===== config.mk =====
export PLATFORM = sky130hd
export DESIGN_NAME = p12_scan_host
export DESIGN_NICKNAME = d
export VERILOG_FILES = /design/src/rtl/p12_pkg.sv /design/src/rtl/p12_scan_serdes.sv /design/src/rtl/p12_scan_host.sv
export SDC_FILE = /design/constraint.sdc
export NUM_CORES = 1
export LEC_CHECK = 0
export BUFFER_PORTS_ARGS = -buffer_cell sky130_fd_sc_hd__buf_4
export CAP_MARGIN = 20
export CORE_MARGIN = 2
export CORE_UTILIZATION = 57
export DETAILED_ROUTE_END_ITERATION = 12
export GPL_TIMING_DRIVEN = 0
export PLACE_DENSITY = 0.79
export REMOVE_ABC_BUFFERS = 1
export SLEW_MARGIN = 20
export SYNTH_ARGS = -nofsm -noshare
export SYNTH_HDL_FRONTEND = slang
export SYNTH_SLANG_ARGS = --single-unit

===== constraint.sdc =====
create_clock -name clk -period 2.5 [get_ports clk]
set_clock_uncertainty 0.15 [all_clocks]
set_input_delay 0.125 -clock clk [delete_from_list [all_inputs] [get_ports clk]]
set_output_delay 0.125 -clock clk [all_outputs]
set_load 0.05 [all_outputs]

===== src/rtl/p12_pkg.sv =====
// Shared definitions for the p12 scan-chain host: state encoding, byte width
// and byte-count helper.
package p12_pkg;

    localparam int BYTE_W = 8;

    typedef enum logic [2:0] {
        S_IDLE,
        S_FETCH,
        S_SHIFT,
        S_EMIT,
        S_DONE
    } state_t;

    function automatic int ceil_bytes(input int len);
        return (len + BYTE_W - 1) / BYTE_W;
    endfunction

endpackage


===== src/rtl/p12_scan_serdes.sv =====
// Per-byte serialiser/deserialiser: tx shift register, rx capture register
// and the count of bits shifted in the current byte.
module p12_scan_serdes
    import p12_pkg::*;
(
    input  logic              clk,
    input  logic              rst,
    input  logic              load,
    input  logic              shift,
    input  logic [BYTE_W-1:0] din,
    input  logic [3:0]        nbits,
    input  logic              sin,
    output logic              sout,
    output logic              last,
    output logic [BYTE_W-1:0] rdata
);

    logic [BYTE_W-1:0] tx;
    logic [BYTE_W-1:0] rx;
    logic [3:0]        bcnt;
    logic [3:0]        nb;

    always_ff @(posedge clk) begin
        if (rst) begin
            tx   <= '0;
            rx   <= '0;
            bcnt <= '0;
            nb   <= '0;
        end else if (load) begin
            tx   <= din;
            rx   <= '0;
            bcnt <= '0;
            nb   <= nbits;
        end else if (shift) begin
            tx   <= tx >> 1;
            rx   <= {sin, rx[BYTE_W-1:1]};
            bcnt <= bcnt + 4'd1;
        end
    end

    assign sout = tx[0];
    assign last = (bcnt == nb - 4'd1);
    // Captured bits enter at the MSB; a short byte is pulled down to bit 0.
    assign rdata = rx >> (4'(BYTE_W) - nb);

endmodule


===== src/rtl/p12_scan_host.sv =====
// Scan-chain initiator: streams CHAIN_LEN config bits into the grid and
// returns the bits shifted out as a readback byte stream.
module p12_scan_host
    import p12_pkg::*;
#(
    parameter int CHAIN_LEN = 576,
    parameter int CNT_W     = 10
) (
    input  logic              clk,
    input  logic              rst,
    input  logic              start,
    output logic              busy,
    output logic              done,
    input  logic [BYTE_W-1:0] wr_data,
    input  logic              wr_valid,
    output logic              wr_ready,
    output logic [BYTE_W-1:0] rd_data,
    output logic              rd_valid,
    input  logic              rd_ready,
    output logic              scan_se,
    output logic              scan_out,
    input  logic              scan_in
);

    localparam logic [CNT_W-1:0] LEN = CNT_W'(CHAIN_LEN);

    state_t            state, state_nx;
    logic [CNT_W-1:0]  cnt;
    logic [CNT_W-1:0]  rem;
    logic [3:0]        nbits;
    logic              load, shift, last, sout;
    logic [BYTE_W-1:0] rx_data;

    // Bits still owed to the chain decide how many of this byte get shifted.
    assign rem   = LEN - cnt;
    assign nbits = (32'(rem) >= BYTE_W) ? 4'(BYTE_W) : 4'(rem);

    always_ff @(posedge clk) begin
        if (rst) begin
            state <= S_IDLE;
            cnt   <= '0;
        end else begin
            state <= state_nx;
            if (state == S_IDLE && start)
                cnt <= '0;
            else if (shift)
                cnt <= cnt + CNT_W'(1);
        end
    end

    always_comb begin
        state_nx = state;
        busy     = 1'b0;
        done     = 1'b0;
        wr_ready = 1'b0;
        rd_valid = 1'b0;
        scan_se  = 1'b0;
        load     = 1'b0;
        shift    = 1'b0;
        case (state)
            S_IDLE: begin
                if (start) state_nx = S_FETCH;
            end
            S_FETCH: begin
                busy     = 1'b1;
                wr_ready = 1'b1;
                if (wr_valid) begin
                    load     = 1'b1;
                    state_nx = S_SHIFT;
                end
            end
            S_SHIFT: begin
                busy    = 1'b1;
                scan_se = 1'b1;
                shift   = 1'b1;
                if (last) state_nx = S_EMIT;
            end
            S_EMIT: begin
                busy     = 1'b1;
                rd_valid = 1'b1;
                if (rd_ready) state_nx = (cnt == LEN) ? S_DONE : S_FETCH;
            end
            S_DONE: begin
                done     = 1'b1;
                state_nx = S_IDLE;
            end
            default: state_nx = S_IDLE;
        endcase
    end

    p12_scan_serdes u_serdes (
        .clk   (clk),
        .rst   (rst),
        .load  (load),
        .shift (shift),
        .din   (wr_data),
        .nbits (nbits),
        .sin   (scan_in),
        .sout  (sout),
        .last  (last),
        .rdata (rx_data)
    );

    assign scan_out = scan_se & sout;
    assign rd_data  = rd_valid ? rx_data : '0;

endmodule


==> results.txt, run 1 <==
Most common cell in the netlist - nand2_1
Tcrit/Tclk final - 0.916
Tightest Pin Transition - 430 ps
Worst Hold Class - primary input to flip-flop
Sw Ratio - 0.262
Clock power frac - 0.363
Sink Count - 37
Skew-Pair Late Insertion Delay - 340 ps
Post-route cell area - 2480 um2
Fraction of registers with async set/reset - 0
Leading cell types by count after synthesis - nand2_1, dfxtp_1, nor2_1
Core ar. - 3420 um2
CP max-delay cell - or3b_4
Seq pwr share - 0.508
Clk root buf - clkbuf_4
Post-Route WL - 4650 um
Crit path launch type - flip-flop
Die Y - 64.3 um
Crit path kind - flip-flop to primary output
Inserted Diodes - 0
FMAX - 437 MHz
Iter 0 DRT Violations - 122
Outcome - complete, no violations
Antenna-violating nets left - 0
Via density - 5.68
MaxCap Viol Count - 0
Filler Cell Count - 282
Worst-path fanout max - 29
FP Rows - 21
WL/cell - 14.1 um
Pwr/cell area - 493 nW/um2
Final Max Slew Viols - 0
CP peak stage delay - 560 ps
Largest net degree at the start of global routing - 30
Number of global-route vias before repair - 1,823
Seq cells post-synth - 37
Mean cell area of the mapped netlist - 8.13 um2
Peak supply drop - 0.388 mV
Area contributors post-synth - dfxtp_1, nand2_1, a21oi_1, nor2_1, mux4_2
Final setup fails - 0
Final setup margin - 209 ps
Initial antenna violation count - 0
Max-slew headroom at the worst pin - 0.713
Nets - 302
EDFF count, synth - 0
Worst path required time - 2230 ps
Remaining Overflow, GRT - 0
Reported net switching power - 321 uW
Setup tns final - 0 ps
Num CTS Buffers - 5
Final hold slack - 53.4 ps
Pre-Repair DR Iteration Count - 4
Placer Congestion - 0.858
Min cycle time layout - 2290 ps
CP Data Arrival Time - 2020 ps
GRT Overall Usage - 0.256
Synth warnings - 0
WHS Path Cells - 3
Vias - 1,874
Dpl ws - -194 ps
Yosys top cell area share - 0.357
Die width - 64.3 um
Synth cell types - 45
Main synth FF type - dfxtp_1
Reg clk slew, reported paths - 120 ps
LEAKAGE - 0.927 nW
Die ar. - 4130 um2
Dpl cell area - 2240 um2
Starting Density - 0.607
DP Wirelength - 3070 um
RSZ-0062 raised after global routing - false
Crit-path cells - or3b_4, inv_6, and2_1, buf_4
CP Capture Type - primary output
R2R depth - 5
Syn Inst Count - 255
# port buffers - 27
Layout cell share with drive strength beyond 1 - 0.176
Post-synthesis sequential area ratio - 0.357
DRC Markers - 0
Top cell type by total area after synthesis - dfxtp_1
CTS max path bufs - 2
H-tree depth - 2
Pint - 903 uW
Area delta synth->final - 19.8%
Logic pwr share - 0.129
CTS tree - built
Synthesized area - 2070 um2
IO Pins - 28
First-pass GRT wire length - 8290 um
Final hold vios - 0
power by group through the flow:
stage	Combinational, mW	Clock (mW)	Sequential (mW)
final	0.158	0.445	0.621
after global routing	0.175	0.480	0.625
after CTS	0.155	0.453	0.621
after detailed placement	0.139	0	0.635
after global placement	0.138	0	0.635
after floorplan	0.0919	0	0.631
area by class of cell:
type                       count  area [um2]  share of cell area
clock buffer                   6        51.3              0.0207
clock inverter                 2        37.5              0.0151
inverter                       9        38.8              0.0156
multi-input combinational    191        1230               0.496
sequential                    37         744               0.300
tap                           46        57.6              0.0232
timing repair buffer          39         320               0.129
worst paths after layout:
check                           slack [ps]                           to                   startpoint
worst max-delay path                   210                     scan_out        state[1]$_SDFFE_PP0P_
worst min-delay path                    50        state[0]$_SDFFE_PP0P_                        start
worst max register to register         240          cnt[8]$_SDFFE_PP0P_        state[1]$_SDFFE_PP0P_
worst min register to register         310  u_serdes.rx[0]$_SDFFE_PP0P_  u_serdes.rx[0]$_SDFFE_PP0P_
routing by layer:
metal  vias to the layer above  track usage  part of all wire
met5                         -            0                 0
met4                         0       0.0824             0.012
met3                         7       0.0599             0.044
met2                        41        0.431              0.48
met1                       876        0.324              0.46
li1                        950            -                 -
what timing repair did:
action / 4_1_cts / 5_1_grt
hold endpoints to repair: 11 / 0
setup buffers: 0 / 1
endpoints found under the setup margin: 11 / 5
gates resized for setup: 7 / 2
hold buffers: 11 / 0
through the flow:
| stage | instances | total power [mW] | utilization |
|---|---|---|---|
| after floorplan | 237 | 0.722 | - |
| after global placement | 310 | 0.773 | 0.657 |
| after detailed placement | 310 | 0.774 | 0.657 |
| after CTS | 329 | 1.23 | 0.721 |
| after global routing | 330 | 1.28 | 0.727 |
| final | 330 | 1.22 | 0.727 |
critical path: cells and delay by family, from the launching register on:
kind,cells,cell delay (ps)
DFF,1,530
and+or+nand+nor,2,720
buffers and inverters,2,420
placed cells by master, fill, tap and decap left out, drive strengths merged, types with 2 or more instances in the layout:
| master | instances |
|---|---|
| xnor2 | 7 |
| nor2 | 25 |
| buf | 28 |
| a32o | 3 |
| clkbuf | 6 |
| dlygate4sd3 | 11 |
| nand2 | 45 |
| o311ai | 2 |
| nor2b | 3 |
| a311oi | 2 |
| a21oi | 22 |
| or3 | 2 |
| nor3 | 8 |
| mux2i | 3 |
| a22oi | 9 |
| inv | 9 |
| dfxtp | 37 |
| and2 | 3 |
| and3 | 2 |
| mux4 | 4 |
| nand3 | 6 |
| nand2b | 2 |
| nor4 | 4 |
| nand4 | 5 |
| o21ai | 7 |
| ha | 5 |
| xor2 | 10 |
logic make-up after synthesis:
group                      after synthesis  synth area share
xor gates and xnor gates                17            0.0719
AOI/OAI and AO/OA                       51             0.160
muxes                                    8            0.0634
buffers and inverters                   27            0.0586
and+or+nand+nor                        110             0.258
DFF                                     37             0.357
adders and majority gates                5            0.0302
sequential cells by signal (all words and copies together) (netlist names):
name           cells
cnt               10
u_serdes.nb        4
u_serdes.rx        8
state              3
u_serdes.bcnt      4
u_serdes.tx        8
Note: power is estimated with default switching activity, not from simulation.
==> run 2: changes to the inputs <==
--- a/config.mk
+++ b/config.mk
@@ -8,10 +8,10 @@
 export BUFFER_PORTS_ARGS = -buffer_cell sky130_fd_sc_hd__buf_4
 export CAP_MARGIN = 20
 export CORE_MARGIN = 2
-export CORE_UTILIZATION = 57
+export CORE_UTILIZATION = 61
 export DETAILED_ROUTE_END_ITERATION = 12
 export GPL_TIMING_DRIVEN = 0
-export PLACE_DENSITY = 0.79
+export PLACE_DENSITY = 0.84
 export REMOVE_ABC_BUFFERS = 1
 export SLEW_MARGIN = 20
 export SYNTH_ARGS = -nofsm -noshare
==> constraint.sdc (replaced) <==
create_clock -name clk -period 2.7 [get_ports clk]
set_clock_uncertainty 0.15 [all_clocks]
set_input_delay 0.135 -clock clk [delete_from_list [all_inputs] [get_ports clk]]
set_output_delay 0.135 -clock clk [all_outputs]
set_load 0.05 [all_outputs]
==> run 2 against run 1 <==
Effect of this change: sequential power fell by 7.4%; combinational power fell by 10%; worst hold slack got worse by 18 ps; utilization rose by 0.30 points; global-route usage fell by 1.5 points; design area fell by 2.7%; power fell by 17%; largest cell class unchanged.
==> results.txt, run 2 (synthesized netlist as in run 1, its figures left out) <==
Crit path kind - flip-flop to primary output
Footprint of the multi-input gates - 1220 um2 (-1.0%)
Register-to-register setup slack - 220 ps (-20 ps)
Crit-path cells - or3b_2, inv_4, and2_1, buf_4
CP peak stage delay - 700 ps (+140 ps)
CP max-delay cell - or3b_2
LEAKAGE - 0.901 nW (-2.8%)
RSZ-0062 raised after global routing - false
Crit path launch type - flip-flop
Final Max Slew Viols - 0 (unchanged)
Iter 0 DRT Violations - 124 (+1.6%)
Max FFs per register - 10 (unchanged)
Final std cells w/o fill - 327 (-0.91%)
Dpl cell area - 2240 um2 (unchanged)
Clk root buf - clkbuf_4
Placer Congestion - 0.858 (about the same)
Starting Density - 0.626 (+0.0193)
Total setup buffers inserted after CTS - 0 (unchanged)
CTS max path bufs - 2 (unchanged)
Remaining Overflow, GRT - 0 (unchanged)
WHS Path Cells - 4 (+1)
Antenna-violating nets left - 0 (unchanged)
FP Rows - 21 (unchanged)
Final setup margin - 190 ps (-18.7 ps)
Hold Path Sink - state[1]$_SDFFE_PP0P_
H-tree depth - 2 (unchanged)
DP Wirelength - 2950 um (-4.0%)
Most frequent cells in the layout - nand2_1, dfxtp_1, buf_4, nor2_1, a21oi_1
Outcome - complete, no violations
Filler Cell Count - 276 (-2.1%)
Biggest regs - cnt (10), u_serdes.rx (8), u_serdes.tx (8)
Peak supply drop - 0.384 mV (-0.89%)
Core ar. - 3310 um2 (-3.1%)
Tcrit/Tclk final - 0.929
Critical hold path startpoint - rd_ready
Reg clk slew, reported paths - 100 ps (-20 ps)
Layout cell share with drive strength beyond 1 - 0.167 (-0.00880)
Number of global-route vias before repair - 1,697 (-6.9%)
Post-route cell area - 2420 um2 (-2.7%)
Die width - 62.3 um (-3.1%)
Tightest Pin Transition - 442 ps (+12.3 ps)
Worst-path fanout max - 29 (unchanged)
Area delta synth->final - 16.6%
Vias - 1,871 (-0.16%)
Post-Route WL - 4370 um (-6.0%)
CP Data Arrival Time - 2220 ps (+200 ps)
Largest reg by FF count - cnt
DRC Markers - 0 (unchanged)
Die Y - 62.3 um (-3.1%)
Num CTS Buffers - 5 (unchanged)
Worst R2R Start - state[1]$_SDFFE_PP0P_
Sink Count - 37 (unchanged)
R2R depth - 5 (unchanged)
CP Capture Type - primary output
Skew-Pair Late Insertion Delay - 340 ps (about the same)
Nets - 300 (-0.66%)
First-pass GRT wire length - 7530 um (-9.1%)
MaxCap Viol Count - 0 (unchanged)
Pwr/cell area - 420 nW/um2 (-15%)
Crit path from - state[1]$_SDFFE_PP0P_
Initial antenna violation count - 0 (unchanged)
WL/cell - 13.4 um (-5.2%)
Inserted Diodes - 0 (unchanged)
GRT Overall Usage - 0.241 (-0.0149)
Placed insts - 310 (unchanged)
Die ar. - 3880 um2 (-6.2%)
Final setup fails - 0 (unchanged)
Final hold vios - 0 (unchanged)
Largest net degree at the start of global routing - 30 (unchanged)
IO Pins - 28 (unchanged)
Worst path required time - 2410 ps (+180 ps)
Min cycle time layout - 2510 ps
Dpl ws - 42.3 ps (+237 ps)
Commonest non-fill, non-tap cell in the layout - nand2_1
Max-slew headroom at the worst pin - 0.705 (-0.00824)
FMAX - 398 MHz
Worst Hold Class - primary input to flip-flop
Worst reg2reg path endpoint - cnt[8]$_SDFFE_PP0P_
CTS tree - built
Via density - 5.72 (+0.76%)
Register Area - 744 um2 (unchanged)
# port buffers - 27 (unchanged)
Total Power - 1.01 mW (-17%)
Pre-Repair DR Iteration Count - 4 (unchanged)
run 2: cell types whose count changed in the layout (fill, tap and decap cells not counted), sizes merged:
cell,previous run,this run
clkinvlp,1,0
dlygate4sd3,11,10
clkbuf,6,7
buf,28,27
bufinv,1,0
run 2: layout make-up:
type / count / area share
clock buffers: 7 / 0.0228
inverters: 9 / 0.0150
multi-input cells: 191 / 0.505
flip-flops and latches: 37 / 0.308
well taps: 46 / 0.0238
repair buffers: 37 / 0.125
run 2: metal layers:
metal / vias up / GRT usage / part of all wire
met4: 0 / 0.0889 / 0.016
met1: 872 / 0.301 / 0.45
met5: - / 0 / 0
met2: 45 / 0.397 / 0.48
met3: 8 / 0.0725 / 0.053
li1: 946 / - / -
run 2: timing repair:
action,CTS,global route
endpoints found under the hold margin,11,0
gates resized for setup,1,6
hold buffers,10,0
pin swaps,0,0
endpoints found under the setup margin,7,8
run 2: power breakdown:
group | switching (mW) | internal, mW | leakage [nW] | total, mW
Sequential | 0.0160 | 0.559 | 0.300 | 0.575
Clock | 0.174 | 0.123 | 0.0314 | 0.297
Combinational | 0.0864 | 0.0558 | 0.570 | 0.142
run 2: per-stage QoR:
stage / hold WS, ps / TNS [ps] / utilization
floorplan: 54.1 / -232 / -
global route: 61.1 / 0 / 0.730
finish: 35.0 / 0 / 0.730
detailed placement: 251 / 0 / 0.678
CTS: 6.46 / 0 / 0.725
global placement: 235 / 0 / 0.678
run 2: how the worst max path moves through the flow:
stage,to,cells after the start
6_report,scan_out,4
5_1_grt,scan_out,4
4_1_cts,scan_out,4
3_5_place_dp,cnt[8]$_SDFFE_PP0P_,5
3_3_place_gp,cnt[8]$_SDFFE_PP0P_,5
2_1_floorplan,rd_data[6],5
run 2: worst max-delay path: cells and delay by family (launching register included):
| kind | cells | cell delay (ps) |
|---|---|---|
| flip-flops | 1 | 490 |
| buffers and inverters | 2 | 510 |
| AND/OR/NAND/NOR | 2 | 870 |
